==> src/rtl/deadlock_mon_pkg.sv <==
// Shared types for the kernel deadlock monitor: FSM states, event counter width, saturating increment.
// Latency: n/a (types and pure functions only).
// Backpressure: n/a.
package deadlock_mon_pkg;

    typedef enum logic [1:0] {
        MONITOR = 2'd0,
        SUSPECT = 2'd1,
        BLOCKED = 2'd2
    } dl_state_e;

    localparam int EVENT_CNT_W = 16;

    function automatic logic [EVENT_CNT_W-1:0] sat_inc(input logic [EVENT_CNT_W-1:0] v);
        return (&v) ? v : v + EVENT_CNT_W'(1);
    endfunction

endpackage

==> src/rtl/deadlock_lsb_encoder.sv <==
// Priority encoder: index of the lowest set bit of vec, 0 when vec is empty.
// Latency: combinational.
// Backpressure: none.
module deadlock_lsb_encoder #(
    parameter  int N     = 5,
    localparam int IDX_W = (N > 1) ? $clog2(N) : 1
) (
    input  logic [N-1:0]     vec,
    output logic [IDX_W-1:0] idx
);

    // Scan from the top so the lowest set bit is the last (winning) assignment.
    always_comb begin
        idx = '0;
        for (int i = N - 1; i >= 0; i--) begin
            if (vec[i]) idx = IDX_W'(i);
        end
    end

endmodule

==> src/rtl/deadlock_axis_stall_detector.sv <==
// Flags a kernel block when all non-idle AXIS owners stay stalled with a stable mask, or on any inst block.
// Latency: block registers on the STALL_THRESH-th stable stalled edge, or the edge sampling an inst block.
// Backpressure: none (passive monitor); DEADLOCK_CULPRIT_EN adds the lowest stalled channel index output.
module deadlock_axis_stall_detector
    import deadlock_mon_pkg::*;
#(
    parameter  int N_AXIS       = 5,
    parameter  int N_INST       = 1,
    parameter  int STALL_THRESH = 16,
    parameter  int STICKY       = 1,
    localparam int CULPRIT_W    = (N_AXIS > 1) ? $clog2(N_AXIS) : 1,
    localparam int CNT_W        = $clog2(STALL_THRESH + 1)
) (
    input  logic                   clock,
    input  logic                   reset,
    input  logic [N_AXIS-1:0]      axis_block_sigs,
    input  logic [N_AXIS-1:0]      inst_idle_sigs,
    input  logic [N_INST-1:0]      inst_block_sigs,
    output logic                   block,
    output logic [N_AXIS-1:0]      block_mask,
    output logic [EVENT_CNT_W-1:0] event_cnt,
    output logic [CULPRIT_W-1:0]   first_culprit
);

    logic [N_AXIS-1:0] act;
    logic [N_AXIS-1:0] stl;
    logic              cand;
    logic              hard;
    logic              enter;

    dl_state_e              state_d, state_q;
    logic [CNT_W-1:0]       cnt_d, cnt_q;
    logic [N_AXIS-1:0]      snap_d, snap_q;
    logic                   block_d, block_q;
    logic [N_AXIS-1:0]      mask_d, mask_q;
    logic [EVENT_CNT_W-1:0] evt_d, evt_q;

    always_comb begin
        act  = ~inst_idle_sigs;
        stl  = axis_block_sigs & act;
        cand = (|act) && (stl == act);
        hard = |inst_block_sigs;

        state_d = state_q;
        cnt_d   = cnt_q;
        snap_d  = snap_q;
        block_d = block_q;
        mask_d  = mask_q;
        evt_d   = evt_q;
        enter   = 1'b0;

        case (state_q)
            MONITOR: begin
                if (hard) begin
                    enter = 1'b1;
                end else if (cand) begin
                    state_d = SUSPECT;
                    cnt_d   = CNT_W'(1);
                    snap_d  = stl;
                end else begin
                    cnt_d = '0;
                end
            end
            SUSPECT: begin
                if (hard) begin
                    enter = 1'b1;
                end else if (!cand) begin
                    state_d = MONITOR;
                    cnt_d   = '0;
                end else if (stl != snap_q) begin
                    // A different set of stalled channels is a new episode.
                    cnt_d  = CNT_W'(1);
                    snap_d = stl;
                end else if (cnt_q == CNT_W'(STALL_THRESH - 1)) begin
                    enter = 1'b1;
                end else begin
                    cnt_d = cnt_q + CNT_W'(1);
                end
            end
            BLOCKED: begin
                if (STICKY == 0 && !cand && !hard) begin
                    state_d = MONITOR;
                    cnt_d   = '0;
                    block_d = 1'b0;
                end
            end
            default: state_d = MONITOR;
        endcase

        if (enter) begin
            state_d = BLOCKED;
            block_d = 1'b1;
            mask_d  = stl;
            evt_d   = sat_inc(evt_q);
        end
    end

    always_ff @(posedge clock) begin
        if (reset) begin
            state_q <= MONITOR;
            cnt_q   <= '0;
            snap_q  <= '0;
            block_q <= 1'b0;
            mask_q  <= '0;
            evt_q   <= '0;
        end else begin
            state_q <= state_d;
            cnt_q   <= cnt_d;
            snap_q  <= snap_d;
            block_q <= block_d;
            mask_q  <= mask_d;
            evt_q   <= evt_d;
        end
    end

    assign block      = block_q;
    assign block_mask = mask_q;
    assign event_cnt  = evt_q;

`ifdef DEADLOCK_CULPRIT_EN
    logic [CULPRIT_W-1:0] enc_idx;
    logic [CULPRIT_W-1:0] culprit_d, culprit_q;

    deadlock_lsb_encoder #(.N(N_AXIS)) u_lsb_enc (
        .vec (stl),
        .idx (enc_idx)
    );

    always_comb culprit_d = enter ? enc_idx : culprit_q;

    always_ff @(posedge clock) begin
        if (reset) culprit_q <= '0;
        else       culprit_q <= culprit_d;
    end

`ifndef SYNTHESIS
    always_ff @(posedge clock) begin
        if (!reset && enter) $display("find kernel block. channel %0d", enc_idx);
    end
`endif

    assign first_culprit = culprit_q;
`else
    assign first_culprit = '0;
`endif

endmodule

==> config.mk <==
export PLATFORM = sky130hd
export DESIGN_NAME = deadlock_axis_stall_detector
export DESIGN_NICKNAME = d
export VERILOG_FILES = /design/src/rtl/deadlock_mon_pkg.sv /design/src/rtl/deadlock_lsb_encoder.sv /design/src/rtl/deadlock_axis_stall_detector.sv
export SDC_FILE = /design/constraint.sdc
export NUM_CORES = 1
export LEC_CHECK = 0
export ABC_AREA = 1
export BUFFER_PORTS_ARGS = -buffer_cell sky130_fd_sc_hd__buf_2
export CORE_UTILIZATION = 40
export CTS_CLUSTER_DIAMETER = 40
export DETAILED_ROUTE_END_ITERATION = 8
export SLEW_MARGIN = 10
export SYNTH_ARGS = -nofsm -noshare
export SYNTH_HDL_FRONTEND = slang
export SYNTH_SLANG_ARGS = --single-unit
==> constraint.sdc <==
create_clock -name clock -period 2 [get_ports clock]
set_clock_uncertainty 0.05 [all_clocks]
set_input_delay 0.1 -clock clock [delete_from_list [all_inputs] [get_ports clock]]
set_output_delay 0.1 -clock clock [all_outputs]
set_load 0.02 [all_outputs]
## Yosys cells after proc, flatten, opt, wreduce, memory -nomap -nowiden

Index checks and enable logic that the tools add are counted.

- Divide/modulo/power cells: 0
- Reductions and logical operators: 11
- Mux-type cells: 25
- Bitwise logic cells: 4
- Add/subtract/negate cells: 2
- Shifts and indexed selects: 0
- Order comparisons: 0
- Multipliers: 0
- Eq/ne operators: 17

Operators with widths:

| operator | count |
|---|---|
| $mux 5 | 10 |
| $pmux 5 s2 | 2 |
| $add 16x1->16 const B | 1 |
| $reduce_and 16->1 | 1 |
| $ne 2x2->1 const B | 7 |
| $ne 3x3->1 const B | 4 |
| $mux 2 | 5 |
| $reduce_and 5->1 | 2 |
| $mux 1 | 6 |
| $pmux 2 s3 | 1 |
| $reduce_and 6->1 | 1 |
| $add 5x1->5 const B | 1 |
| $and 5x5->5 | 1 |
| $eq 5x4->1 const B | 1 |
| $eq 5x5->1 | 1 |
| $ne 5x5->1 | 1 |
| $not 5->5 | 1 |
| $reduce_or 5->1 | 1 |
| $ne 4x4->1 const B | 1 |
| $reduce_and 4->1 | 1 |
| $eq 2x1->1 const B | 1 |
| $eq 2x2->1 const B | 1 |
| $logic_not 2->1 | 1 |
| $not 1->1 | 2 |
| 5 further kinds | 5 |

- Register bits: 34
- Latch bits: 0
- Logic and storage cells: 66
- Memories kept: 0
- Output and inout bits: 25
- Memory bits (read-only): 0
- Input bits: 13
- Memory bits (writable): 0

## Logic depth before layout (Yosys ltp)

- Depth after elaboration: 9
- Mapped depth: 14
- Mapped depth without buffers: 14

## Least setup slack after synthesis

No wires, ideal clock.

- Path type: register to register
- Start: register evt_q[0] (netlist: event_cnt[0])
- End: register evt_q[10] (netlist: event_cnt[10])
- Required time: 1.811 ns
- Period minus slack after synthesis: 1.904 ns
- Slack: 0.096 ns
- Cell stages (with the launch flop): 10
- Data arrival time: 1.715 ns
- Buffers on the path: 1
- Library setup time: 0.139 ns
- Cells stage by stage: dfxtp_1 -> ha_1 -> nand2_2 -> nor2_4 -> nand2_2 -> nor3_4 -> nand4_4 -> clkbuf_1 -> nand4_1 -> a21oi_2

- Longest elaborated chain between the ends: 3
- Elaborated cells between the ends (all ways): 4
- Those cells by class: add/sub (1); bitwise (1); reduce/logical (2)

RTL lines:

| element | RTL line | text |
|---|---|---|
| start, declared | deadlock_axis_stall_detector.sv:36 | `logic [EVENT_CNT_W-1:0] evt_d, evt_q;` |
| start signal, assigned | deadlock_axis_stall_detector.sv:112 | `evt_q <= evt_d;` |
| parallel branches: the longest is 3 deep, another holds $add 16x1->16 | -- |  |

Several ways; the timed one is not identified.
A chain may end at the register's enable or synchronous reset.

## Final worst setup path

- Start: register cnt_q[0]
- End: register evt_q[15] (netlist: event_cnt[15])

- Longest elaborated chain between the ends: 7

RTL lines:

| element | RTL line | text |
|---|---|---|
| start, declared | deadlock_axis_stall_detector.sv:32 | `logic [CNT_W-1:0] cnt_d, cnt_q;` |
| start signal, assigned | deadlock_axis_stall_detector.sv:108 | `cnt_q <= cnt_d;` |
| $eq 5x4->1 | deadlock_axis_stall_detector.sv:74 | `end else if (cnt_q == CNT_W'(STALL_THRESH - 1)) begin` |
| $mux 1 | deadlock_axis_stall_detector.sv:74 |  |
| $mux 1 | deadlock_axis_stall_detector.sv:70 | `end else if (stl != snap_q) begin` |
| $mux 1 | deadlock_axis_stall_detector.sv:67 | `end else if (!cand) begin` |
| $mux 1 | deadlock_axis_stall_detector.sv:65 | `if (hard) begin` |
| $pmux 1 s2 | deadlock_axis_stall_detector.sv:52 | `case (state_q)` |
| $reduce_and 2->1 (no source line) | -- |  |

Every way passes these cells.

==> impl_results.md <==
- Outcome: finished, final reports clean
- Crit path kind: register to register
- Post-DP HPWL: 3.39 mm
- Post-layout min period: 1.85 ns
- Critical Path Max Stage Delay: 0.35 ns
- Worst setup endpoint: event_cnt[15]
- Fmax: 541 MHz
- Clock transition at the registers of the reported paths: 0.07 ns
- Worst path required time: 2.11 ns
- Ports: 38
- CTS Hold Buffers Added: 0
- Fin. max-slew vios: 0
- Clock tree sinks: 34
- Crit path depth: 11
- Initial core utilization: 42.1%
- Mapped cell area: 2020 µm²
- R2R Path Start: cnt_q[0]
- Min-Delay Path Class: primary input to register
- # nets final: 346
- Post-Synthesis Cells: 288
- DP Cell Count: 388
- Die area: 5330 µm²
- CP Buf/Inv Count: 2
- CTS Buffer Depth: 2
- Fill cell count: 521
- Vias in the first global route: 1913
- Final Non-Filler Cells: 398
- IO buf count: 34
- DRT Pass-1 Iters: 6
- R2R Path End: event_cnt[15]
- Layout cell share with drive strength beyond 1: 24.8%
- Pwr dens: 599 nW/µm²
- Reg2reg setup slack: 0.15 ns
- Via density: 4.83
- CTS tree: yes
- MaxCap Viol Count: 0
- Hold violation count in the final report: 0
- CTS root buf: clkbuf_8
- Worst Path Arrival: 1.96 ns
- CP top delay family: simple AND/OR/NAND/NOR gates
- Critical Path Slowest Stage Cell: dfxtp_1
- DRT Wirelength: 4.62 mm
- Remaining antenna violation count after routing: 0
- Total CTS buffers: 5
- Final worst slack: 0.153 ns
- Rows: 25
- Die Span Y: 73.0 µm
- CP endpoint kind: register
- Pin count of the biggest net entering global routing: 21
- Core area: 4790 µm²
- Tot GR Track Use: 19.3%
- Final Setup Violations: 0
- CP max FO: 9
- Startpoint types: register
- Worst skew pair latency: 0.28 ns
- Static Leak: 1.07 nW
- Die W: 73.0 µm
- Worst-path cell chain: ha_1 -> inv_1 -> nor3_2 -> ha_1 -> inv_1 -> nor2_1 -> nand3_2 -> nand2_4 -> nand3_4 -> nand2_1 -> a21oi_1
- Number of DRC markers in iteration 0: 68
- Cell depth of the worst flop-to-flop path: 11
- GR Overflow Total: 0
- First-pass GRT wire length: 7.98 mm
- DRC violations left: 0
- Vias: 1924
- Initial antenna violation count: 0
- Yosys reg bits: 34
- Cell variety after synth: 30
- Worst setup path start: cnt_q[0]
- Wire per inst: 11.6 µm
- Syn_area_per_cell: 7.00 µm²
- Sequential fraction of the synthesis area: 33.8%
- Fin crit share: 92.3%
- Final GP Congestion: 0.933
- Peak VDD IR: 0.000270 V
- CTS H-tree lvls: 2
- Place WS: 0.0476 ns
- Syn-to-layout area delta: 18.8%
- Synthesis Warnings: 0
- Ant diodes: 0
[cell families (layout without fill, tap and decap cells)]
group           Yosys count  in the layout  synth area share, %
simple gates            147            148                 35.8
buf+inv                  52             92                 11.3
compound gates           37             37                 11.0
flops                    34             34                 33.8
xor+xnor                 14             14                 6.08
fa+ha+maj                 3              3                 1.86
other cells               1              3                0.186
[power breakdown]
| part | switching (W) | internal, W | total (W) |
|---|---|---|---|
| sequential | 0.0000105 | 0.000697 | 0.000707 |
| clock | 0.000247 | 0.000278 | 0.000525 |
| combinational | 0.000136 | 0.0000666 | 0.000202 |
[flip-flops by register name, summed over array words and instances (netlist names)]
| name | cells |
|---|---|
| event_cnt | 16 |
| block_mask | 5 |
| cnt_q | 5 |
| snap_q | 5 |
| state_q | 2 |
| block | 1 |
[worst register-to-register path: cells and delay by family (launching register included)]
kind	cells	cell delay (ns)
fa+ha+maj	2	0.33
buf+inv	2	0.10
compound gates	1	0.06
flops	1	0.35
simple gates	6	0.83
[per-layer routing]
metal  GRT usage, %  wire, µm  vias to the layer above
met5              0         0                        -
met3           4.28       193                       11
li1               -         -                     1004
met2           33.1      2140                       43
met1           23.2      2190                      866
met4           8.28        94                        0
[repair_timing]
action                     in CTS  in global routing
setup buffers                   0                  1
hold endpoints to repair        0                  0
setup endpoints to repair       0                 20
gates resized for setup         0                  7
[through the flow]
step | hold WS, ns | TNS [ns] | utilization (%) | area [µm²] | total power (W)
floorplan | 0.227 | 0 | - | 2020 | 0.000861
global placement | 0.380 | 0 | 47.2 | 2260 | 0.000913
detailed placement | 0.380 | 0 | 47.2 | 2260 | 0.000915
CTS | 0.0775 | 0 | 49.1 | 2350 | 0.00145
global route | 0.0951 | -0.00941 | 50.0 | 2390 | 0.00151
finish | 0.0872 | 0 | 50.0 | 2390 | 0.00143
[cells in the final DEF (no fill, tap or decap), types with 2 or more instances in the layout]
cell type  instances
a21oi_1           17
a21oi_2            8
buf_2             34
buf_4              7
clkbuf_8           6
conb_1             3
dfxtp_1           34
ha_1               3
inv_1             40
nand2_1           57
nand2_2           11
nand2_4            2
nand3_1           15
nand3_4            2
nand4_1           17
nor2_1            30
nor2_2             3
nor3_1             6
o21ai_0            8
xnor2_1            6
xor2_1             8
[synthesized netlist by cell type (all sizes together)]
| cell | instances | area share [%] |
|---|---|---|
| xnor2 | 6 | 2.6 |
| dfxtp | 34 | 34 |
| xor2 | 8 | 3.5 |
| a31oi | 1 | 0.31 |
| inv | 42 | 7.8 |
| nand3 | 17 | 5.1 |
| o21ai | 9 | 2.2 |
| nor3 | 8 | 2.5 |
| a211oi | 1 | 0.37 |
| buf | 6 | 2.7 |
| a21oi | 25 | 7.7 |
| conb | 1 | 0.19 |
| nand4 | 18 | 6.3 |
| nand2 | 70 | 15 |
| clkbuf | 4 | 0.74 |
| o211ai | 1 | 0.37 |
| nor2 | 34 | 7.1 |
| ha | 3 | 1.9 |
[worst min-delay path by stage]
| stage | cells after the start | to | from |
|---|---|---|---|
| after floorplan | 3 | block_mask[2] | inst_idle_sigs[2] |
| after global placement | 4 | block_mask[2] | inst_idle_sigs[2] |
| after detailed placement | 1 | state_q[1] | state_q[0] |
| after CTS | 4 | block_mask[2] | inst_idle_sigs[2] |
| after global routing | 4 | block_mask[2] | inst_idle_sigs[2] |
| final | 4 | block_mask[2] | inst_idle_sigs[2] |
[area by class of cell]
cell class,count,area (µm²),area share [%]
clock buffers,7,86.3,3.61
flip-flops and latches,34,681,28.4
well taps,67,83.8,3.50
repair buffers,42,234,9.77
clock inverters,1,5.00,0.209
inverters,42,160,6.69
multi-input cells,205,1140,47.8
Note: power is estimated with default switching activity, not from simulation.
